<file path="src/rtl/debounced_updown_counter.sv">
// ---------------------------------------------------------------------------
// debounced_updown_counter
//
// General-purpose event counter for pad-driven top levels. The raw enable and
// direction pins are each synchronised and debounced before they reach the
// counter, which supports wrap, saturate, one-shot and hold behaviour plus a
// synchronous load and clear.
//
// Parameters
//   WIDTH        counter width in bits (>= 2)
//   SYNC_STAGES  flops per input synchroniser (>= 2)
//   DB_CYCLES    consecutive differing cycles before a filtered level moves
//
// Ports
//   clk       in   rising-edge clock
//   rst_n     in   asynchronous active-low reset
//   en_in     in   raw count enable (asynchronous)
//   dir_in    in   raw direction, 1 = up (asynchronous)
//   mode      in   00 wrap, 01 saturate, 10 one-shot, 11 hold
//   clear     in   synchronous clear of count and done
//   load      in   synchronous load of load_val (wins over clear)
//   load_val  in   value loaded into the count
//   limit     in   terminal / compare value
//   count     out  registered count
//   en_db     out  debounced enable
//   dir_db    out  debounced direction
//   match     out  combinational count == limit
//   done      out  sticky one-shot terminal flag
//   wrap      out  single-cycle pulse aligned with a wrapped count
// ---------------------------------------------------------------------------

// Synchroniser plus debounce filter for one asynchronous input.
//   i_raw    raw asynchronous input
//   o_level  filtered, registered level
module dbc_input_filter #(
    parameter int SYNC_STAGES = 2,
    parameter int DB_CYCLES   = 16
) (
    input  logic clk,
    input  logic rst_n,
    input  logic i_raw,
    output logic o_level
);
    localparam int              DBW     = $clog2(DB_CYCLES + 1);
    localparam logic [DBW-1:0]  DB_LAST = DBW'(DB_CYCLES - 1);

    logic [SYNC_STAGES-1:0] r_sync;
    logic [DBW-1:0]         r_db_cnt;
    logic [DBW-1:0]         w_db_cnt_nxt;
    logic                   r_level;
    logic                   w_level_nxt;
    logic                   w_sync;

    assign w_sync  = r_sync[SYNC_STAGES-1];
    assign o_level = r_level;

    // Shift the raw input through the synchroniser chain.
    always_ff @(posedge clk or negedge rst_n) begin
        if (!rst_n) begin
            r_sync <= '0;
        end else begin
            r_sync <= {r_sync[SYNC_STAGES-2:0], i_raw};
        end
    end

    // Count consecutive cycles where the synchronised input disagrees with
    // the filtered level; adopt the new level on the last one of the run.
    always_comb begin
        w_db_cnt_nxt = r_db_cnt;
        w_level_nxt  = r_level;
        if (w_sync != r_level) begin
            if (r_db_cnt == DB_LAST) begin
                w_level_nxt  = w_sync;
                w_db_cnt_nxt = '0;
            end else begin
                w_db_cnt_nxt = r_db_cnt + DBW'(1);
            end
        end else begin
            w_db_cnt_nxt = '0;
        end
    end

    // Filter counter and filtered level registers.
    always_ff @(posedge clk or negedge rst_n) begin
        if (!rst_n) begin
            r_db_cnt <= '0;
            r_level  <= 1'b0;
        end else begin
            r_db_cnt <= w_db_cnt_nxt;
            r_level  <= w_level_nxt;
        end
    end
endmodule

module debounced_updown_counter #(
    parameter int WIDTH       = 16,
    parameter int SYNC_STAGES = 2,
    parameter int DB_CYCLES   = 16
) (
    input  logic             clk,
    input  logic             rst_n,
    input  logic             en_in,
    input  logic             dir_in,
    input  logic [1:0]       mode,
    input  logic             clear,
    input  logic             load,
    input  logic [WIDTH-1:0] load_val,
    input  logic [WIDTH-1:0] limit,
    output logic [WIDTH-1:0] count,
    output logic             en_db,
    output logic             dir_db,
    output logic             match,
    output logic             done,
    output logic             wrap
);
    localparam logic [WIDTH-1:0] MAX_VAL = {WIDTH{1'b1}};
    localparam logic [WIDTH-1:0] ONE_VAL = {{(WIDTH-1){1'b0}}, 1'b1};

    logic             w_en_db;
    logic             w_dir_db;
    logic [WIDTH-1:0] r_count;
    logic [WIDTH-1:0] w_count_nxt;
    logic             r_done;
    logic             w_done_nxt;
    logic             r_wrap;
    logic             w_wrap_nxt;
    logic [WIDTH-1:0] w_up;
    logic [WIDTH-1:0] w_dn;
    logic [WIDTH-1:0] w_sat;
    logic             w_at_max;
    logic             w_at_zero;
    logic             w_at_limit;

    dbc_input_filter #(
        .SYNC_STAGES (SYNC_STAGES),
        .DB_CYCLES   (DB_CYCLES)
    ) u_en_filter (
        .clk     (clk),
        .rst_n   (rst_n),
        .i_raw   (en_in),
        .o_level (w_en_db)
    );

    dbc_input_filter #(
        .SYNC_STAGES (SYNC_STAGES),
        .DB_CYCLES   (DB_CYCLES)
    ) u_dir_filter (
        .clk     (clk),
        .rst_n   (rst_n),
        .i_raw   (dir_in),
        .o_level (w_dir_db)
    );

    assign w_up       = r_count + ONE_VAL;
    assign w_dn       = r_count - ONE_VAL;
    assign w_at_max   = (r_count == MAX_VAL);
    assign w_at_zero  = (r_count == {WIDTH{1'b0}});
    assign w_at_limit = (r_count == limit);
    // Saturating step: the same rule serves saturate mode and the
    // not-yet-at-limit phase of one-shot mode.
    assign w_sat = w_dir_db ? (w_at_max  ? r_count : w_up)
                            : (w_at_zero ? r_count : w_dn);

    // Next count/done/wrap: load beats clear beats a debounced step.
    always_comb begin
        w_count_nxt = r_count;
        w_done_nxt  = r_done;
        w_wrap_nxt  = 1'b0;
        if (load) begin
            w_count_nxt = load_val;
            w_done_nxt  = 1'b0;
        end else if (clear) begin
            w_count_nxt = {WIDTH{1'b0}};
            w_done_nxt  = 1'b0;
        end else if (w_en_db) begin
            case (mode)
                2'b00: begin
                    w_count_nxt = w_dir_db ? w_up : w_dn;
                    w_wrap_nxt  = w_dir_db ? w_at_max : w_at_zero;
                end
                2'b01: begin
                    w_count_nxt = w_sat;
                end
                2'b10: begin
                    // At the limit the count parks and done latches,
                    // regardless of direction.
                    if (w_at_limit) begin
                        w_count_nxt = r_count;
                        w_done_nxt  = 1'b1;
                    end else begin
                        w_count_nxt = w_sat;
                    end
                end
                2'b11: begin
                    w_count_nxt = r_count;
                end
                default: begin
                    w_count_nxt = r_count;
                end
            endcase
        end else begin
            w_count_nxt = r_count;
        end
    end

    // Counter state registers.
    always_ff @(posedge clk or negedge rst_n) begin
        if (!rst_n) begin
            r_count <= {WIDTH{1'b0}};
            r_done  <= 1'b0;
            r_wrap  <= 1'b0;
        end else begin
            r_count <= w_count_nxt;
            r_done  <= w_done_nxt;
            r_wrap  <= w_wrap_nxt;
        end
    end

    assign count  = r_count;
    assign en_db  = w_en_db;
    assign dir_db = w_dir_db;
    assign done   = r_done;
    assign wrap   = r_wrap;
    assign match  = (r_count == limit);
endmodule

</file>
<file path="config.mk">
export PLATFORM = sky130hd
export DESIGN_NAME = debounced_updown_counter
export DESIGN_NICKNAME = d
export VERILOG_FILES = /design/src/rtl/debounced_updown_counter.sv
export SDC_FILE = /design/constraint.sdc
export NUM_CORES = 1
export LEC_CHECK = 0
export ABC_AREA = 1
export CORE_UTILIZATION = 49
export CTS_BUF_LIST = sky130_fd_sc_hd__clkbuf_4
export DETAILED_ROUTE_END_ITERATION = 16
export PLACE_DENSITY = 0.86
export SETUP_SLACK_MARGIN = 0.2
export SYNTH_ARGS = -nofsm -noshare
export SYNTH_HDL_FRONTEND = slang
export SYNTH_SLANG_ARGS = --single-unit
</file>
<file path="constraint.sdc">
create_clock -name clk -period 3.1 [get_ports clk]
set_input_delay 0.62 -clock clk [delete_from_list [all_inputs] [get_ports clk]]
set_output_delay 0.62 -clock clk [all_outputs]
set_load 0.01 [all_outputs]
</file>
==> metrics.txt <==
# TYPE chip_impl_metric gauge
chip_impl_info{name="run_status",value="finished clean"} 1
chip_impl_metric{name="initial_core_utilization",unit="%"} 51.3
chip_impl_metric{name="dp.final_hpwl",unit="um"} 5440
chip_impl_info{name="min-delay-start",value="u_en_filter.r_sync[0]"} 1
chip_impl_metric{name="hold_viol_final",unit=""} 0
chip_impl_metric{name="area_delta_synth_final",unit="%"} 26.3
chip_impl_info{name="holdCritPathClass",value="register to register"} 1
chip_impl_info{name="timing.setup.critical_path_class",value="input pin to output port"} 1
chip_impl_metric{name="clock_latency",unit="ps"} 350
chip_impl_metric{name="final.setup_skew",unit="ps"} 7.17
chip_impl_metric{name="post_cts_hold_buffer_count",unit=""} 0
chip_impl_metric{name="fp.dieW",unit="um"} 78.4
chip_impl_metric{name="post_synth_fa_ha_maj_area_fraction",unit="%"} 9.02
chip_impl_metric{name="post-cts-setup-buffer-count",unit=""} 0
chip_impl_metric{name="fp.dieArea",unit="um2"} 6140
chip_impl_info{name="main_combinational_cell_family_by_area_after_synthesis",value="simple AND/OR/NAND/NOR gates"} 1
chip_impl_metric{name="io_pins",unit=""} 61
chip_impl_info{name="setup_repair_after_global_routing_missed_its_margin",value="false"} 1
chip_impl_metric{name="worstHoldPathCells",unit=""} 0
chip_impl_metric{name="placer_congestion_estimate",unit=""} 0.863
chip_impl_metric{name="critPathMaxFanout",unit=""} 2
chip_impl_info{name="min_delay_worst_endpoint",value="u_en_filter.r_sync[1]"} 1
chip_impl_metric{name="grt_start_max_net_pins",unit=""} 35
chip_impl_metric{name="min_period",unit="ps"} 2490
chip_impl_metric{name="min_period_over_period",unit="%"} 80.2
chip_impl_metric{name="routedWlPerCell",unit="um"} 11.8
chip_impl_metric{name="die_height",unit="um"} 78.4
chip_impl_metric{name="globalRoute.totalOverflow",unit=""} 0
chip_impl_metric{name="number_of_global_route_vias_before_repair",unit=""} 2878
chip_impl_metric{name="layout.filler_cells",unit=""} 518
chip_impl_metric{name="power.clock.fraction",unit="%"} 22.0
chip_impl_metric{name="diodes",unit=""} 0
chip_impl_metric{name="timing.fmax",unit="MHz"} 402
chip_impl_info{name="worstPathCellList",value="clkdlybuf4s50_1 > inv_1 > nand2_1 > nand2_1 > nor2_1 > nand2_1 > nor2_2 > nand2_1 > inv_1 > dlymetal6s2s_1"} 1
chip_impl_metric{name="num_rows",unit=""} 27
chip_impl_metric{name="global_route_wire_length_before_repair",unit="um"} 12400
chip_impl_metric{name="postRouteAntennaNets",unit=""} 0
chip_impl_metric{name="cts.sink_count",unit=""} 34
chip_impl_metric{name="tightest_slew",unit="ps"} 610
chip_impl_info{name="timing.rr.start",value="u_dir_filter.o_level"} 1
chip_impl_metric{name="antenna_found_initial",unit=""} 0
chip_impl_metric{name="p_sw",unit="uW"} 564
chip_impl_metric{name="slew_viol_final",unit=""} 0
chip_impl_info{name="cp-start-kind",value="input pin"} 1
chip_impl_metric{name="power.density_cell_area",unit="nW/um2"} 407
chip_impl_metric{name="slew-limit-headroom",unit="%"} 59.3
chip_impl_metric{name="placement.io_buffers",unit=""} 60
chip_impl_info{name="endpoint_kind",value="output port"} 1
chip_impl_info{name="path_delay_family",value="buffers and inverters"} 1
chip_impl_metric{name="finalSetupTns",unit="ps"} 0
chip_impl_metric{name="cts_buffers",unit=""} 5
chip_impl_metric{name="seq_power_share",unit="%"} 37.4
chip_impl_metric{name="max-clock-path-buffers",unit=""} 2
chip_impl_metric{name="post_synth.cell_area_avg",unit="um2"} 6.12
chip_impl_metric{name="worstPathBufferInverterCount",unit=""} 4
chip_impl_metric{name="vias",unit=""} 3051
chip_impl_metric{name="final_nets",unit=""} 590
chip_impl_info{name="most_frequent_cp_cell",value="sky130_fd_sc_hd__nand2_1"} 1
chip_impl_metric{name="final_layout_size_suffix_gt1_share",unit="%"} 3.21
chip_impl_metric{name="post_synth_instance_area",unit="um2"} 2860
chip_impl_info{name="cts_tree",value="built"} 1
chip_impl_metric{name="viasPerCell",unit=""} 5.07
chip_impl_metric{name="post_synth_mux_area_share",unit="%"} 0
chip_impl_metric{name="number_of_register_bits_inferred_by_synthesis",unit=""} 34
chip_impl_metric{name="ys.warnings.count",unit=""} 0
chip_impl_metric{name="drc_errors",unit=""} 0
chip_impl_metric{name="grtUsageTotal",unit="%"} 25.5
chip_impl_info{name="critical_path.reg2reg.endpoint",value="count[14]"} 1
chip_impl_info{name="library_cell_contributing_the_largest_single_delay_on_the_critical_path",value="sky130_fd_sc_hd__clkdlybuf4s50_1"} 1
chip_impl_metric{name="setup_viol_count_final",unit=""} 0
chip_impl_metric{name="synth_simple_gate_area_share",unit="%"} 43.7
chip_impl_metric{name="h-tree-depth",unit=""} 2
chip_impl_metric{name="core_area",unit="um2"} 5570
chip_impl_metric{name="drt_wl_total",unit="um"} 7120
chip_impl_metric{name="synth-compound-area-share",unit="%"} 4.86
chip_impl_metric{name="post-route-cell-area",unit="um2"} 3610
chip_impl_metric{name="irDropWorstVdd",unit="V"} 0.000250
chip_impl_metric{name="worst_ep_arrival_time",unit="ps"} 1870
chip_impl_metric{name="power.switching_fraction",unit="%"} 38.4
chip_impl_metric{name="post_cts.resized_instances",unit=""} 0
chip_impl_metric{name="drt_first_iter_violations",unit=""} 182
chip_impl_metric{name="synth_top_cell_area_share",unit="%"} 29.8
chip_impl_metric{name="synth_cells",unit=""} 467
chip_impl_metric{name="power.share.combinational",unit="%"} 40.6
chip_impl_info{name="post_synth_main_area_contributors",value="sky130_fd_sc_hd__dfrtp_1, sky130_fd_sc_hd__nand2_1, sky130_fd_sc_hd__inv_1"} 1
chip_impl_metric{name="cpPeakStageDelay",unit="ps"} 480
chip_impl_metric{name="worstRegToRegCells",unit=""} 11
chip_impl_metric{name="sequential_cell_area_fraction_in_the_yosys_report",unit="%"} 29.8
chip_impl_metric{name="placed_cell_area",unit="um2"} 3530
chip_impl_metric{name="total_leakage_power",unit="uW"} 0.00202
chip_impl_metric{name="worst-r2r-setup-slack",unit="ps"} 690
chip_impl_metric{name="worstPathRequired",unit="ps"} 2480
chip_impl_metric{name="dr.pass1.iters",unit=""} 4
chip_impl_metric{name="power_report.internal_total",unit="uW"} 905
chip_impl_info{name="clockRootBuffer",value="sky130_fd_sc_hd__clkbuf_4"} 1
chip_impl_metric{name="post_synth_xor_area_fraction",unit="%"} 2.15
chip_impl_metric{name="synth_fp_nets",unit=""} 527
chip_impl_metric{name="yosys.cell_types.count",unit=""} 27
chip_impl_info{name="synthDominantAreaCellType",value="sky130_fd_sc_hd__dfrtp_1"} 1
chip_impl_metric{name="timing.max_cap.violations",unit=""} 0
chip_impl_metric{name="clkTransAtPathRegs",unit="ps"} 100
## cell families after synthesis
family / after synthesis
compound gates: 27
xor+xnor: 7
fa+ha+maj: 20
buf+inv: 76
flops: 34
simple gates: 303
## worst max path at each step
| stage | startpoint | endpoint | slack (ps) | cells after the start |
|---|---|---|---|---|
| 6_report | limit[12] | match | 610 | 10 |
| 5_1_grt | u_dir_filter.o_level | count[14] | 460 | 11 |
| 4_1_cts | limit[9] | match | 220 | 10 |
| 3_5_place_dp | limit[9] | match | 230 | 10 |
| 3_3_place_gp | limit[2] | match | 240 | 10 |
| 2_1_floorplan | u_dir_filter.o_level | count[14] | 1040 | 11 |
## synthesized netlist by cell type
cell and number:
sky130_fd_sc_hd__and2_1 1, sky130_fd_sc_hd__nand2_1 192, sky130_fd_sc_hd__nand3b_1 3, sky130_fd_sc_hd__nor2_1 54, sky130_fd_sc_hd__xor2_1 4, sky130_fd_sc_hd__nand4_1 1
sky130_fd_sc_hd__buf_6 1, sky130_fd_sc_hd__a22o_1 1, sky130_fd_sc_hd__o21ai_0 10, sky130_fd_sc_hd__nand2_4 1, sky130_fd_sc_hd__buf_4 1, sky130_fd_sc_hd__inv_1 68
sky130_fd_sc_hd__nand3_4 1, sky130_fd_sc_hd__nor3_1 6, sky130_fd_sc_hd__nor2_2 1, sky130_fd_sc_hd__a21oi_1 16, sky130_fd_sc_hd__clkbuf_1 2, sky130_fd_sc_hd__dfrtp_1 34
sky130_fd_sc_hd__ha_1 19, sky130_fd_sc_hd__nand3_2 1, sky130_fd_sc_hd__or2_2 1, sky130_fd_sc_hd__nand3_1 38, sky130_fd_sc_hd__and3_1 3, sky130_fd_sc_hd__fa_1 1
sky130_fd_sc_hd__inv_2 1, sky130_fd_sc_hd__xnor2_1 3, sky130_fd_sc_hd__buf_2 3
## power by group through the flow
stage          logic [uW]  clock network, uW  registers [uW]
2_1_floorplan         377                  0             551
3_3_place_gp          570                  0             556
3_5_place_dp          588                  0             558
4_1_cts               593                326             549
5_1_grt               683                344             559
6_report              596                323             550
## per-stage QoR
step	setup WS, ps	hold slack (ps)	std cells	power [uW]	utilization (%)
after global routing	462	368	602	1590	64.7
after floorplan	1040	324	467	927	-
after CTS	224	362	602	1470	64.6
final	613	358	602	1470	64.7
after global placement	240	332	595	1130	63.4
after detailed placement	228	336	595	1150	63.4
## layout make-up
class                   count  area (um2)  share of cell area, %
multi-input cells         357        1710                   47.4
repair buffers             63         626                   17.3
flip-flops and latches     34         851                   23.6
clock buffers               5        37.5                   1.04
well taps                  72        90.1                   2.50
inverters                  69         259                   7.18
clock inverters             2        33.8                  0.936
## registers in the layout, summed over array words and instances (netlist names)
register,cells
u_dir_filter.r_sync,2
u_dir_filter.r_db_cnt,5
u_en_filter.r_sync,2
count,16
u_en_filter.o_level,1
u_dir_filter.o_level,1
wrap,1
u_en_filter.r_db_cnt,5
done,1
## per-layer routing
layer,vias up,GRT usage [%],share of wire (%)
li1,1554,-,-
met1,1382,32.4,44
met3,13,3.49,5.3
met5,-,0,0
met4,0,10.0,2.1
met2,102,43.8,49
## layout by cell type (no fill, tap or decap), types with 3 or more instances in the layout
| cell type | netlist | final |
|---|---|---|
| sky130_fd_sc_hd__nand3b_1 | 3 | 3 |
| sky130_fd_sc_hd__xor2_1 | 4 | 4 |
| sky130_fd_sc_hd__nor3_1 | 6 | 6 |
| sky130_fd_sc_hd__nor2_2 | 1 | 3 |
| sky130_fd_sc_hd__a21oi_1 | 16 | 16 |
| sky130_fd_sc_hd__clkdlybuf4s50_1 | 0 | 59 |
| sky130_fd_sc_hd__nand2_1 | 192 | 192 |
| sky130_fd_sc_hd__nand3_1 | 38 | 38 |
| sky130_fd_sc_hd__ha_1 | 19 | 19 |
| sky130_fd_sc_hd__and3_1 | 3 | 3 |
| sky130_fd_sc_hd__nor2_1 | 54 | 52 |
| sky130_fd_sc_hd__buf_4 | 1 | 3 |
| sky130_fd_sc_hd__dfrtp_1 | 34 | 34 |
| sky130_fd_sc_hd__clkbuf_4 | 0 | 5 |
| sky130_fd_sc_hd__xnor2_1 | 3 | 3 |
| sky130_fd_sc_hd__inv_1 | 68 | 68 |
| sky130_fd_sc_hd__o21ai_0 | 10 | 10 |
Power figures use the tool's default switching activity.
